`src/rtl/mips_run_ctrl.sv`:
```
// mips_run_ctrl: run controller for MIPS simulation and FPGA bring-up.
// Holds the cores in reset for a fixed number of cycles and counts run cycles.
// It watches each core's store bus for a write to the halt address, then reports
// per-core exit codes, pass/fail and timeout, and gates a trace window.
//
// Store bus semantics: st_valid[i] is a qualifier-only strobe. There is no
// ready, and the controller samples every strobed store on the rising clock
// edge. A store only has an effect when it targets HALT_ADDR, the core is
// running (not held in reset) and the core has not already halted.
module mips_run_ctrl #(
  parameter int                 RESET_CYCLES = 2,
  parameter int unsigned        MAX_CYCLES   = 5000,
  parameter int                 CNT_W        = 32,
  parameter int                 NUM_CORES    = 1,
  parameter int                 ADDR_W       = 32,
  parameter int                 DATA_W       = 32,
  parameter logic [ADDR_W-1:0]  HALT_ADDR    = ADDR_W'(32'hFFFF_FFF0),
  parameter int unsigned        TRACE_START  = 0,
  parameter int unsigned        TRACE_LEN    = 0
) (
  input  logic                        clock,
  input  logic                        reset,
  input  logic [NUM_CORES-1:0]        st_valid,
  input  logic [NUM_CORES*ADDR_W-1:0] st_addr,
  input  logic [NUM_CORES*DATA_W-1:0] st_data,
  output logic [NUM_CORES-1:0]        core_reset,
  output logic                        running,
  output logic                        done,
  output logic                        timeout,
  output logic [NUM_CORES-1:0]        halted,
  output logic                        pass,
  output logic [NUM_CORES*DATA_W-1:0] exit_code,
  output logic [CNT_W-1:0]            cycle_count,
  output logic                        trace_en,
  output logic [1:0]                  state_dbg
);

  typedef enum logic [1:0] {
    HOLD = 2'd0,
    RUN  = 2'd1,
    DONE = 2'd2
  } state_t;

  // Last run cycle index allowed by the budget, and last hold count.
  localparam logic [CNT_W-1:0] LAST_CYCLE = CNT_W'(MAX_CYCLES - 1);
  localparam logic [7:0]       HOLD_LAST  = 8'(RESET_CYCLES - 1);

  // Trace window bounds are one bit wider than the counter so that
  // TRACE_START+TRACE_LEN cannot wrap around.
  localparam logic [CNT_W:0]   WIN_LO = (CNT_W+1)'(TRACE_START);
  localparam logic [CNT_W:0]   WIN_HI = WIN_LO + (CNT_W+1)'(TRACE_LEN);

  state_t                      state;
  logic [7:0]                  hold_cnt;

  logic [NUM_CORES-1:0]        halt_hit;
  logic [NUM_CORES-1:0]        halted_nxt;
  logic [NUM_CORES-1:0]        code_ok;
  logic [NUM_CORES*DATA_W-1:0] exit_code_nxt;
  logic                        all_halted_nxt;
  logic                        codes_ok_nxt;
  logic                        budget_end;
  logic [CNT_W-1:0]            cycle_inc;

  // True when run cycle c lies inside the trace window.
  function automatic logic in_window(input logic [CNT_W-1:0] c);
    logic [CNT_W:0] ce;
    ce = {1'b0, c};
    return (ce >= WIN_LO) && ((TRACE_LEN == 0) || (ce < WIN_HI));
  endfunction

  // Per-core halt detection and the exit codes as they will be after this edge.
  // A halted core is held in reset, so the !halted term also drops stores
  // from cores in reset.
  for (genvar g = 0; g < NUM_CORES; g++) begin : g_core
    assign halt_hit[g] = (state == RUN) && st_valid[g] && !halted[g] &&
                         (st_addr[g*ADDR_W +: ADDR_W] == HALT_ADDR);
    assign exit_code_nxt[g*DATA_W +: DATA_W] =
      halt_hit[g] ? st_data[g*DATA_W +: DATA_W] : exit_code[g*DATA_W +: DATA_W];
    assign code_ok[g] = (exit_code_nxt[g*DATA_W +: DATA_W] == DATA_W'(1));
  end

  assign halted_nxt     = halted | halt_hit;
  assign all_halted_nxt = &halted_nxt;
  assign codes_ok_nxt   = &code_ok;
  assign budget_end     = (cycle_count == LAST_CYCLE);
  assign cycle_inc      = cycle_count + CNT_W'(1);
  assign state_dbg      = state;

  // Run sequencing FSM; every output is a register updated here.
  always_ff @(posedge clock) begin
    if (!reset) begin
      state       <= HOLD;
      hold_cnt    <= '0;
      cycle_count <= '0;
      halted      <= '0;
      exit_code   <= '0;
      done        <= 1'b0;
      timeout     <= 1'b0;
      pass        <= 1'b0;
      running     <= 1'b0;
      trace_en    <= 1'b0;
      core_reset  <= '1;
    end else begin
      case (state)
        HOLD: begin
          core_reset <= '1;
          running    <= 1'b0;
          if (hold_cnt == HOLD_LAST) begin
            state      <= RUN;
            core_reset <= '0;
            running    <= 1'b1;
            trace_en   <= in_window(cycle_count);
          end else begin
            hold_cnt <= hold_cnt + 8'd1;
          end
        end
        RUN: begin
          halted    <= halted_nxt;
          exit_code <= exit_code_nxt;
          if (all_halted_nxt || budget_end) begin
            // A halt on the final budget cycle is already in halted_nxt,
            // so it wins over the timeout.
            state      <= DONE;
            done       <= 1'b1;
            running    <= 1'b0;
            core_reset <= '1;
            trace_en   <= 1'b0;
            timeout    <= !all_halted_nxt;
            pass       <= all_halted_nxt && codes_ok_nxt;
          end else begin
            cycle_count <= cycle_inc;
            core_reset  <= halted_nxt;
            trace_en    <= in_window(cycle_inc);
          end
        end
        DONE: begin
          core_reset <= '1;
          running    <= 1'b0;
        end
        default: state <= HOLD;
      endcase
    end
  end

endmodule

```
`config.mk`:
```
export PLATFORM = sky130hd
export DESIGN_NAME = mips_run_ctrl
export DESIGN_NICKNAME = d
export VERILOG_FILES = /design/src/rtl/mips_run_ctrl.sv
export SDC_FILE = /design/constraint.sdc
export NUM_CORES = 1
export LEC_CHECK = 0
export CORE_MARGIN = 2
export CORE_UTILIZATION = 48
export DETAILED_ROUTE_END_ITERATION = 12
export PLACE_DENSITY = 0.91
export SLEW_MARGIN = 20
export SYNTH_ARGS = -nofsm -noshare
export SYNTH_HDL_FRONTEND = slang
export SYNTH_SLANG_ARGS = --single-unit
export TNS_END_PERCENT = 30
```
`constraint.sdc`:
```
create_clock -name clock -period 6.4 [get_ports clock]
set_input_delay 0.96 -clock clock [delete_from_list [all_inputs] [get_ports clock]]
set_output_delay 0.96 -clock clock [all_outputs]
set_load 0.005 [all_outputs]
```
==> impl_metrics.yaml <==
outcome:
  outcome: "finished, final reports clean"
final_layout:
  final_design_area_no_fill_sq_mm: 0.00538
  drive_gt1_frac: 0.0438
  antenna-diode-count: 0
  finalNonFillerCells: 696
  nets: 665
  syn2layout_area_growth_pct: 45.0
yosys:
  synth_compound_area_frac: 0.128
  ys_types: 45
  synth_common_cells: "89 x nand2_1, 81 x dfxtp_1, 52 x a21oi_1, 38 x nor2_1, 24 x nand4_1"
  synth_edf_count: 0
  synthesis.area_sq_mm: 0.00371
  synth_fa_ha_area_frac: 0.0270
  synth_area_leaders: "dfxtp_1 44%, nand2_1 9.0%, a21oi_1 7.0%, nand4_1 4.0%, nor2_1 3.8%"
  ys_seq_area_frac: 0.437
  postSynthCellCount: 460
  yosysWarnings: 0
  synth_area_per_cell_sq_um: 8.07
  synth_simple_gate_area_share: 0.326
  yosysTopAreaCellShare: 0.437
  synth.most_common_cell: "nand2_1"
  synth_xor_area_frac: 0.0472
  syn-num-nets: 535
  yosysTopAreaCell: "dfxtp_1"
  synth-main-ff-cell: "dfxtp_1"
  ys_ff_latch: 81
  ys_async_sr_fraction: 0
  synth_top_family_by_area: "simple AND/OR/NAND/NOR gates"
  yosys-mux-area-fraction: 0.00270
drt:
  wl_mm: 10.7
  drcViolationCount: 0
  detail_route.wl_per_cell_microns: 15.4
  drt_iter0_drc: 268
  postRouteAntennaNets: 0
  firstDrtPassIters: 6
  avgViaCountPerCell: 5.68
  vias: 3952
grt:
  grt_max_degree: 75
  gr-usage-all-layers: 0.246
  grt_overflow: 0
  grt_pass1_wl_mm: 17.0
  antenna_found_initial: 0
  grt_pass1_vias: 3708
clock_tree:
  htree_num_levels: 3
  cts_setup_buffers: 0
  worstSkewPairLatency_ns: 0.35
  cts_buffers: 9
  cts_tree: "built"
  clock_sinks: 81
  ctsHoldBuffers: 0
  cts_resized: 0
  path_clk_slew_ns: 0.08
  clk_path_buf_depth: 2
  cts-root-buf: "clkbuf_8"
sta:
  period_needed_ns: 3.50
  setup_tns_ns: 0
  fin_crit_sh: 0.546
  rsz0062_at_grt: "no"
  hold_violations: 0
  skew_ns: 0.00917
  tightest_slew_ns: 1.05
  slew_headroom: 0.301
  finalSetupViolCount: 0
  slew_viol_final: 0
  fmax_mhz: 286
floorplan:
  die_area_sq_mm: 0.00845
  start_util: 0.488
  rows: 32
  io-pin-count: 140
  core_sq_mm: 0.00761
  fp.dieH_microns: 91.9
  die_w_microns: 91.9
worst_setup_path:
  start_kind: "primary input"
  endpoint_kind: "register"
  cp.arrival_ns: 3.76
  cp_max_fo: 20
  crit_required_ns: 6.67
  criticalPathCategory: "in -> reg"
hold_path:
  min_path_type: "reg -> reg"
placement:
  dpl-instance-area_sq_mm: 0.00515
  io_buffers: 139
  dpl.hpwl_mm: 7.74
  placed_cells: 680
  place_congestion: 0.881
pwr:
  finalPower_mw: 1.19
  p_per_area_mw_per_mm2: 221
  p_leak_nw: 1.73
  ir_worst_vdd_mv: 0.209
flow_run:
  max-cap-violations: 0
## cells by family after synthesis
family | Yosys count
AND/OR/NAND/NOR | 236
AO/OA/AOI/OAI | 85
flip-flops | 81
buffers and inverters | 29
XOR/XNOR | 20
adder cells (fa/ha/maj) | 8
multiplexers | 1
## flip-flops by register name, indices dropped and copies added, names as in the netlist
register     count
core_reset       1
timeout          1
pass             1
exit_code       32
cycle_count     32
hold_cnt         8
running          1
state_dbg        2
trace_en         1
halted           1
done             1
## routing by layer
layer  global-route usage  part of all wire
met4                0.113             0.024
met1                0.306              0.42
met5                    0                 0
met2                0.410              0.49
met3               0.0477             0.064
## worst max-delay path, stage by stage
cell	delay, ns
clkdlybuf4s50_1	0.40
or4b_4	0.55
nor4_4	0.33
and3b_1	0.69
nor2_2	0.20
or4_1	0.50
a21oi_1	0.13
## through the flow
step                      hold WS, ns  utilization  setup WS, ns
after floorplan                 0.456            -          3.65
after global placement          0.451        0.677          2.63
after detailed placement        0.463        0.677          2.61
after CTS                       0.474        0.706          2.96
after global routing            0.494        0.707          2.74
final                           0.468        0.707          2.90
## path summary, 6_finish.rpt
kind	from	to	slack (ns)	depth (start not counted)
min	exit_code[0]	exit_code[0]	0.47	2
max	st_addr[0]	running	2.90	7
min reg2reg	exit_code[0]	exit_code[0]	0.47	2
max reg2reg	state_dbg[1]	running	3.36	8
## area by class of cell
type | instances | area (sq um)
clock buffers | 10 | 138
clock inverters | 5 | 80.1
fillers | 595 | 2230
inverters | 7 | 26.3
multi-input cells | 350 | 1980
flip-flops and latches | 81 | 1620
well taps | 102 | 128
repair buffers | 141 | 1410
## where the power goes
| part | switching [mW] | internal, mW |
|---|---|---|
| clock | 0.178 | 0.227 |
| sequential | 0.0230 | 0.526 |
| combinational | 0.117 | 0.117 |
## cell usage in the layout, fill, tap and decap left out, types with 7 or more instances in the layout
cell	netlist	routed
xnor2_1	13	13
o21ai_0	18	18
or3_1	15	15
ha_1	8	8
nor3_1	8	8
nor4_1	21	21
nand2_1	89	89
clkbuf_8	0	10
clkdlybuf4s50_1	0	139
xor2_1	7	7
nor2_1	38	38
nand3_1	8	8
dfxtp_1	81	81
a21oi_1	52	52
nand4_1	24	24
No activity file was read; power rests on OpenSTA's default activity.
==> variant (same settings) <==
Register the inputs `st_valid`, `st_addr` and `st_data` before use, without a reset. The logic sees them one clock later.
--- a/src/rtl/mips_run_ctrl.sv
+++ b/src/rtl/mips_run_ctrl.sv
@@ -51,4 +51,14 @@
   localparam logic [CNT_W:0]   WIN_HI = WIN_LO + (CNT_W+1)'(TRACE_LEN);
 
+  logic [NUM_CORES-1:0] st_valid_q;
+  logic [NUM_CORES*ADDR_W-1:0] st_addr_q;
+  logic [NUM_CORES*DATA_W-1:0] st_data_q;
+
+  always_ff @(posedge clock) begin
+    st_valid_q <= st_valid;
+    st_addr_q  <= st_addr;
+    st_data_q  <= st_data;
+  end
+
   state_t                      state;
   logic [7:0]                  hold_cnt;
@@ -74,8 +84,8 @@
   // from cores in reset.
   for (genvar g = 0; g < NUM_CORES; g++) begin : g_core
-    assign halt_hit[g] = (state == RUN) && st_valid[g] && !halted[g] &&
-                         (st_addr[g*ADDR_W +: ADDR_W] == HALT_ADDR);
+    assign halt_hit[g] = (state == RUN) && st_valid_q[g] && !halted[g] &&
+                         (st_addr_q[g*ADDR_W +: ADDR_W] == HALT_ADDR);
     assign exit_code_nxt[g*DATA_W +: DATA_W] =
-      halt_hit[g] ? st_data[g*DATA_W +: DATA_W] : exit_code[g*DATA_W +: DATA_W];
+      halt_hit[g] ? st_data_q[g*DATA_W +: DATA_W] : exit_code[g*DATA_W +: DATA_W];
     assign code_ok[g] = (exit_code_nxt[g*DATA_W +: DATA_W] == DATA_W'(1));
   end
Check against the original RTL: not equivalent (a bounded check fails within 4 cycles, from zero or initial values and one cycle with reset low).
==> variant against the unedited design <==
Sequential cell count is 65 higher. Core utilization is 2.8 points lower. Count of clock-buffer cells in the layout is 10 higher. Total power is 90% higher. Non-clock buffer count is 1 lower. Register-to-register slack better by 60 ps. Synthesized cell count is 21% higher. Synthesized area is 41% higher. Setup slack better by 510 ps. Routed wire length is 31% higher. Sequential share of layout area is 9.9 points higher. Cell area is 36% higher.
==> variant: results (changes against the unedited design) <==
synth:
  synth_xor_area_share_pct: 1.00  # -3.7 points
  muxShareOfSynthArea_pct: 0.764  # +0.49 points
  syn-num-nets: 630  # +18%
  synth-compound-area-share_pct: 12.5  # -0.29 points
  synthTopCellsByCount: "dfxtp_1, nand2_1, a21oi_1"
  yosysSeqAreaShare_pct: 55.8  # +12 points
routing:
  viasPerCell: 5.83  # +2.7%
  dr.first_iter.drc_count: 306  # +14%
  wl_per_cell_um: 16.7  # +8.6%
pwr:
  power.leakage_nw: 2.48  # +44%
  internal_power_w: 0.00171  # +96%
placement:
  dpl-instance-area_um2: 6690  # +30%
  hpwlAfterDp_um: 9690  # +25%
  gp_congestion: 0.935  # +6.1%
layout:
  drive_above_1_share_pct: 6.56  # +2.2 points
  nFillCells: 817  # +37%
  final_nets: 763  # +15%
global_routing:
  grt_pass1_vias: 4761  # +28%
  gr-usage-met1_pct: 29.6  # -1.1 points
  met2_usage_pct: 41.1  # +0.079 points
  grtUsageTotal_pct: 24.5  # -0.089 points
status:
  status: "complete, no violations"
clocking:
  clkSlewWorstSetupHoldPaths_ps: 60  # -20 ps
  worstSkewPairLatency_ps: 520  # +170 ps
  cts_buffers: 17  # +8
  htreeDepth: 4  # +1
critical_path:
  critPathArrivalTime_ps: 3380  # -380 ps
floorplan:
  rows: 38  # +19%
timing:
  max_slew_margin_pct: 26.3  # -3.8 points
  fin_skew_ps: 12.2  # +3.08 ps
[variant: cell count changes in the layout (fill, tap and decap cells not counted), moves of 4 or more]
cell,change
dfxtp_1,+65
nor2_1,-18
clkbuf_16,+16
a21oi_1,+13
o31ai_1,+13
or4_1,+13
xnor2_1,-12
clkbuf_8,-7
and3_1,+5
inv_6,+4
nand2_1,+4
[variant: worst paths after layout]
| kind | from | end | slack, ps | cells past startpoint |
|---|---|---|---|---|
| worst max-delay path | state_dbg[1] | state_dbg[1] | 3420 | 7 |
| worst min-delay path | st_data_q[11] | exit_code[11] | 460 | 2 |
| worst max register to register | state_dbg[1] | state_dbg[1] | 3420 | 7 |
| worst min register to register | st_data_q[11] | exit_code[11] | 460 | 2 |
[variant: layer usage]
metal  wire, um  part of all wire, %
met3       1050                  7.5
met2       7110                   51
met1       5430                   39
met5          0                    0
met4        452                  3.2
[variant: kinds of logic after synthesis]
kind of cell / count (synthesis)
AO/OA/AOI/OAI: 112
XOR/XNOR: 6
adder cells (fa/ha/maj): 8
buffers and inverters: 36
flip-flops: 146
multiplexers: 4
AND/OR/NAND/NOR: 243
[variant: worst max-delay path: stages, from the launching register on]
cell,delay [ps]
dfxtp_1,360
inv_1,130
ha_1,410
nand4b_1,140
or4_4,540
nor3_2,840
o21ai_0,270
mux2i_1,170
[variant: stage by stage]
step                setup slack [ps]  power [W]  cells  hold WS [ps]
floorplan                       4270    0.00115    555           432
global route                    3190    0.00235    841           481
global placement                3460    0.00125    809           445
finish                          3420    0.00226    841           460
detailed placement              3440    0.00126    809           448
CTS                             3450    0.00227    841           459
[variant: layout make-up]
| class | instances | share of cell area [%] |
|---|---|---|
| inverter | 10 | 0.548 |
| multi-input combinational | 373 | 29.4 |
| tap | 140 | 2.40 |
| clock inverter | 12 | 2.33 |
| timing repair buffer | 140 | 19.2 |
| clock buffer | 20 | 6.10 |
| sequential | 146 | 40.0 |
[variant: power by group through the flow]
stage	Clock [W]	Sequential [W]	Combinational (W)
after floorplan	0	0.00100	0.000150
after CTS	0.00102	0.000989	0.000255
after detailed placement	0	0.00101	0.000253
final	0.00102	0.000990	0.000255
after global placement	0	0.00101	0.000242
after global routing	0.00107	0.000995	0.000282
